### src/rtl/tx_seg_issue.sv
// Send-side segment issuer for one TCP flow: sizes segments from buffered data
// and peer window, offers {ptr,size} descriptors over val/rdy, owns trail_ptr.
module tx_seg_issue #(
    parameter int unsigned PTR_W        = 12,
    parameter int unsigned MAX_SEG_SIZE = 1440,
    parameter int unsigned COALESCE_CYC = 64
) (
    input  logic             clk,
    input  logic             rst_n,
    input  logic [PTR_W:0]   lead_ptr,
    input  logic [PTR_W:0]   ack_ptr,
    input  logic [15:0]      peer_wnd,
    input  logic             flush,
    input  logic             ptr_load_val,
    input  logic [PTR_W:0]   ptr_load_ptr,
    output logic [PTR_W:0]   trail_ptr,
    output logic             seg_req_val,
    input  logic             seg_req_rdy,
    output logic [PTR_W:0]   seg_req_ptr,
    output logic [PTR_W:0]   seg_req_size
);

    localparam int unsigned PW       = PTR_W + 1;
    localparam int unsigned BUF_SIZE = 2 ** PTR_W;
    localparam int unsigned CNT_W    = $clog2(COALESCE_CYC + 1);

    typedef enum logic [1:0] {
        IDLE  = 2'd0,
        HOLD  = 2'd1,
        ISSUE = 2'd2
    } state_t;

    state_t           r_state, w_state_nxt;
    logic [CNT_W-1:0] r_cnt, w_cnt_nxt;
    logic [PW-1:0]    r_trail, w_trail_nxt;
    logic             r_val, w_val_nxt;
    logic [PW-1:0]    r_ptr, w_ptr_nxt;
    logic [PW-1:0]    r_size, w_size_nxt;

    // Input stage: sizing sees lead/ack/window one cycle late, which only ever
    // under-estimates usable bytes, so the invariant seg size <= avail holds.
    logic [PW-1:0]    r_lead, r_ack;
    logic [15:0]      r_wnd;

    logic [PW-1:0]    w_avail, w_win_raw, w_win, w_u, w_size;
    logic             w_small;

    assign w_avail   = r_lead - r_trail;
    assign w_win_raw = r_ack + PW'(r_wnd) - r_trail;
    assign w_win     = (w_win_raw > PW'(BUF_SIZE)) ? '0 : w_win_raw;
    assign w_u       = (w_avail < w_win) ? w_avail : w_win;
    assign w_small   = (w_u < PW'(32));

    always_comb begin
        if (w_u > PW'(MAX_SEG_SIZE)) begin
            w_size = PW'(MAX_SEG_SIZE);
        end else if (w_small) begin
            w_size = w_u;
        end else begin
            w_size = {w_u[PW-1:5], 5'b0};
        end
    end

    always_comb begin
        w_state_nxt = r_state;
        w_cnt_nxt   = r_cnt;
        w_trail_nxt = r_trail;
        w_val_nxt   = r_val;
        w_ptr_nxt   = r_ptr;
        w_size_nxt  = r_size;
        unique case (r_state)
            IDLE: begin
                w_val_nxt = 1'b0;
                if (w_u != '0) begin
                    if (w_small && !flush) begin
                        w_state_nxt = HOLD;
                        w_cnt_nxt   = '0;
                    end else begin
                        w_state_nxt = ISSUE;
                        w_ptr_nxt   = r_trail;
                        w_size_nxt  = w_size;
                        w_val_nxt   = 1'b1;
                    end
                end
            end
            HOLD: begin
                w_cnt_nxt = r_cnt + CNT_W'(1);
                if (w_u == '0) begin
                    w_state_nxt = IDLE;
                end else if (!w_small || flush || (r_cnt == CNT_W'(COALESCE_CYC - 1))) begin
                    w_state_nxt = ISSUE;
                    w_ptr_nxt   = r_trail;
                    w_size_nxt  = w_size;
                    w_val_nxt   = 1'b1;
                end
            end
            ISSUE: begin
                w_val_nxt = 1'b1;
                if (seg_req_rdy) begin
                    w_trail_nxt = r_trail + r_size;
                    w_val_nxt   = 1'b0;
                    w_state_nxt = IDLE;
                end
            end
            default: begin
                w_state_nxt = IDLE;
                w_val_nxt   = 1'b0;
            end
        endcase
        // Reload wins over everything, including a same-cycle handshake.
        if (ptr_load_val) begin
            w_trail_nxt = ptr_load_ptr;
            w_state_nxt = IDLE;
            w_val_nxt   = 1'b0;
        end
    end

    always_ff @(posedge clk or negedge rst_n) begin
        if (!rst_n) begin
            r_state <= IDLE;
            r_cnt   <= '0;
            r_trail <= '0;
            r_val   <= 1'b0;
            r_ptr   <= '0;
            r_size  <= '0;
            r_lead  <= '0;
            r_ack   <= '0;
            r_wnd   <= '0;
        end else begin
            r_state <= w_state_nxt;
            r_cnt   <= w_cnt_nxt;
            r_trail <= w_trail_nxt;
            r_val   <= w_val_nxt;
            r_ptr   <= w_ptr_nxt;
            r_size  <= w_size_nxt;
            r_lead  <= lead_ptr;
            r_ack   <= ack_ptr;
            r_wnd   <= peer_wnd;
        end
    end

    assign trail_ptr    = r_trail;
    assign seg_req_val  = r_val;
    assign seg_req_ptr  = r_ptr;
    assign seg_req_size = r_size;

endmodule

### config.mk
export PLATFORM = sky130hd
export DESIGN_NAME = tx_seg_issue
export DESIGN_NICKNAME = d
export VERILOG_FILES = /design/src/rtl/tx_seg_issue.sv
export SDC_FILE = /design/constraint.sdc
export NUM_CORES = 1
export LEC_CHECK = 0
export CAP_MARGIN = 40
export CORE_MARGIN = 3
export CORE_UTILIZATION = 35
export CTS_BUF_LIST = sky130_fd_sc_hd__clkbuf_4
export DETAILED_ROUTE_END_ITERATION = 16
export GPL_ROUTABILITY_DRIVEN = 0
export GPL_TIMING_DRIVEN = 1
export SETUP_SLACK_MARGIN = 0.5
export SLEW_MARGIN = 20
export SYNTH_ARGS = -nofsm -noshare
export SYNTH_HDL_FRONTEND = slang
export SYNTH_SLANG_ARGS = --single-unit
### constraint.sdc
create_clock -name clk -period 6.8 [get_ports clk]
set_input_delay 1.36 -clock clk [delete_from_list [all_inputs] [get_ports clk]]
set_output_delay 1.36 -clock clk [all_outputs]
set_load 0.005 [all_outputs]
==> results.md <==
- Outcome: finished, final reports clean
- Area grow syn2layout: 29.2%
- Setup crit end kind: flop
- Finished Core Util: 47.2%
- Crit path DAT: 6.48 ns
- Initial antenna violation count: 1
- ANT nets after route: 0
- Fin. Hold Viols: 0
- Core area: 16900 um2
- Worst Path Required: 7.23 ns
- Kind of critical path: flop to flop
- Reg clk slew, reported paths: 0.17 ns
- Setup TNS Final: 0 ns
- Vias in the first global route: 5654
- Max cap viols: 0
- Rows: 47
- Power Dens Cells: 470 nW/um2
- Worst-path fanout max: 4
- Min cycle time layout: 6.05 ns
- Mapped Area: 6190 um2
- Synth Area per Inst: 9.25 um2
- Worst slew margin: 55.3%
- Share of cells above drive strength 1: 14.5%
- Vias: 5483
- Total CTS buffers: 9
- Async S/R FF share, synth: 100%
- Die area: 19300 um2
- Root buf cell: clkbuf_4
- RSZ-0062 raised after global routing: true
- Nets: 917
- Max-slew violation count: 0
- Worst-Skew Late Latency: 0.49 ns
- Startpoint types: flop
- H-tree depth: 3
- DRC: 0
- Drt first pass iters: 7
- CTS tree: done
- Primary FF master, synth: dfrtp_1
- IO Port Bufs: 96
- Clock buffer depth: 2
- CTS sink count: 88
- Initial Util: 36.5%
- Leakage: 3.59 nW
- WL final: 18000 um
- Hold WC Path Type: flop to flop
- Peak supply drop: 0.000226 V
- Seq/Total Area, Yosys: 35.6%
- Tcrit/Tclk final: 89.0%
- Number of DRC markers in iteration 0: 319
- Yosys reg bits: 88
- Die W: 139 um
- Worst Skew: 0.0274 ns
- Non-filler cells, final: 1018
- Achievable Freq: 165 MHz
- Inst Count DP: 991
- Total chip power: 3.76 mW
- DR WL/cell: 17.7 um
- IO Pins: 100
- Distinct cells, synth: 75
- GR Util All Layers: 18.4%
- Congestion Overflow GR: 0
- Largest net degree at the start of global routing: 53
- Syn nets: 793
- Post-synth EDFFs: 0
- Detail Placement HPWL: 14000 um
- Via-per-instance ratio: 5.39
- Setup violations, final: 0
- Filler Cell Count: 1604
- Cells after Synth: 669
- Worst-Margin Slew: 0.670 ns
- First-pass GRT wire length: 28600 um
- # diodes: 0
- Die Ht: 139 um
- Synth warnings: 0
==> state kept, by name (all words and copies together), names as in the netlist <==
signal / flops
r_state: 2
r_cnt: 7
seg_req_size: 13
r_lead: 13
r_wnd: 13
trail_ptr: 13
r_ack: 13
seg_req_ptr: 13
seg_req_val: 1
==> critical path, cell delays in order, from the launching register on <==
cell and delay (ns):
dfrtp_1 0.36, inv_1 0.06, fa_2 0.60, inv_2 0.05, ha_4 0.24, a211oi_4 0.32
nor2_2 0.10, o21a_1 0.22, o22a_2 0.24, or4b_4 0.56, nor3_4 0.21, a21oi_2 0.09
or2_4 0.25, ha_1 0.18, a21o_1 0.17, a21o_1 0.17, a21o_1 0.19, a221oi_2 0.25
buf_4 0.16, o31ai_4 0.07, or4b_4 0.52, o21ai_4 0.13, a31oi_4 0.12, buf_4 0.16
or4_1 0.41, a21oi_2 0.13
==> synthesized netlist by cell type, types with 4 or more instances <==
master	n	area (um2)
o2111ai_1	5	43.8
a21oi_1	31	155
ha_1	50	626
o31a_1	4	35.0
nor3b_1	6	45.0
o21ai_0	49	245
nor3_1	15	75.1
xor2_1	5	43.8
o22ai_1	5	31.3
fa_1	14	280
mux2i_1	6	60.1
clkbuf_1	14	52.6
inv_1	80	300
and3_1	7	43.8
or2_2	4	25.0
o21a_1	16	120
or4_1	4	30.0
a21o_1	15	113
nor2b_1	12	75.1
xnor2_1	13	114
nand2b_1	7	43.8
nand2_1	46	173
or3_1	13	81.3
buf_2	4	20.0
a211oi_1	9	67.6
dfrtp_1	88	2200
a31oi_1	5	31.3
nor2_1	43	161
nand4_1	6	37.5
nand3_1	14	70.1
mux2_2	13	146
==> path summary, 6_finish.rpt <==
path | startpoint | endpoint | slack (ns) | cells after the start
max in group asynchronous | rst_n | trail_ptr[8]$_DFFE_PN0P_ | 4.95 | 2
worst max-delay path | r_wnd[1]$_DFF_PN0_ | r_cnt[4]$_DFFE_PN0P_ | 0.75 | 25
worst max register to register | r_wnd[1]$_DFF_PN0_ | r_cnt[4]$_DFFE_PN0P_ | 0.75 | 25
min in group asynchronous | rst_n | r_lead[8]$_DFF_PN0_ | 0.80 | 1
worst min register to register | seg_req_ptr[11]$_DFFE_PN0P_ | seg_req_ptr[11]$_DFFE_PN0P_ | 0.53 | 1
worst min-delay path | seg_req_ptr[11]$_DFFE_PN0P_ | seg_req_ptr[11]$_DFFE_PN0P_ | 0.53 | 1
==> kinds of logic after synthesis <==
kind of cell,after synthesis,share of synthesized area (%)
flip-flops,88,35.6
adder cells (fa/ha/maj),64,14.6
AO/OA/AOI/OAI,183,20.6
XOR/XNOR,20,3.07
AND/OR/NAND/NOR,195,16.4
multiplexers,19,3.34
buffers and inverters,100,6.33
==> power by group <==
part | switching, mW | internal, mW | total [mW]
sequential | 0.101 | 0.635 | 0.736
clock | 0.213 | 0.0870 | 0.300
combinational | 1.46 | 1.26 | 2.72
==> layer usage <==
| metal | up-vias | GRT usage, % | share of wire (%) |
|---|---|---|---|
| met1 | 2653 | 22.9 | 44 |
| met4 | 0 | 6.69 | 3.1 |
| met2 | 167 | 30.6 | 47 |
| li1 | 2633 | - | - |
| met3 | 30 | 5.07 | 6.3 |
| met5 | - | 0 | 0 |
==> cell type report <==
| cell class | count | area [um2] | area share [%] |
|---|---|---|---|
| Timing Repair Buffer | 133 | 1280 | 16.1 |
| Sequential cell | 88 | 2210 | 27.6 |
| Clock inverter | 7 | 73.8 | 0.923 |
| Inverter | 80 | 300 | 3.76 |
| Clock buffer | 9 | 67.6 | 0.845 |
| Multi-Input combinational cell | 481 | 3790 | 47.4 |
| Tap cell | 220 | 275 | 3.44 |
==> per-stage QoR <==
step,area (um2),hold slack (ns),setup WS (ns)
2_1_floorplan,6190,0.499,0.737
3_3_place_gp,7530,0.491,0.397
3_5_place_dp,7550,0.495,0.280
4_1_cts,7740,0.532,0.509
5_1_grt,8000,0.550,0.484
6_report,8000,0.526,0.747
==> placed cells by master, fill, tap and decap left out, types with 6 or more instances in the layout <==
master	count
clkdlybuf4s50_1	95
dfrtp_1	84
inv_1	79
o21ai_0	47
nand2_1	46
ha_1	46
nor2_1	42
buf_4	30
a21oi_1	28
o21a_1	16
a21o_1	15
nand3_1	14
or3_1	13
mux2_2	13
nor3_1	13
xnor2_1	12
fa_1	12
nor2b_1	10
a211oi_1	9
clkbuf_4	9
and3_1	7
nand2b_1	7
nand4_1	6
nor3b_1	6
mux2i_1	6
==> repair_timing <==
| action | CTS | global route |
|---|---|---|
| resized for setup | 11 | 35 |
| pin swaps | 1 | 14 |
| gates cloned | 0 | 1 |
| hold buffers | 0 | 0 |
| endpoints found under the setup margin | 33 | 36 |
| setup buffers | 0 | 9 |
(Power assumes the default switching activity.)
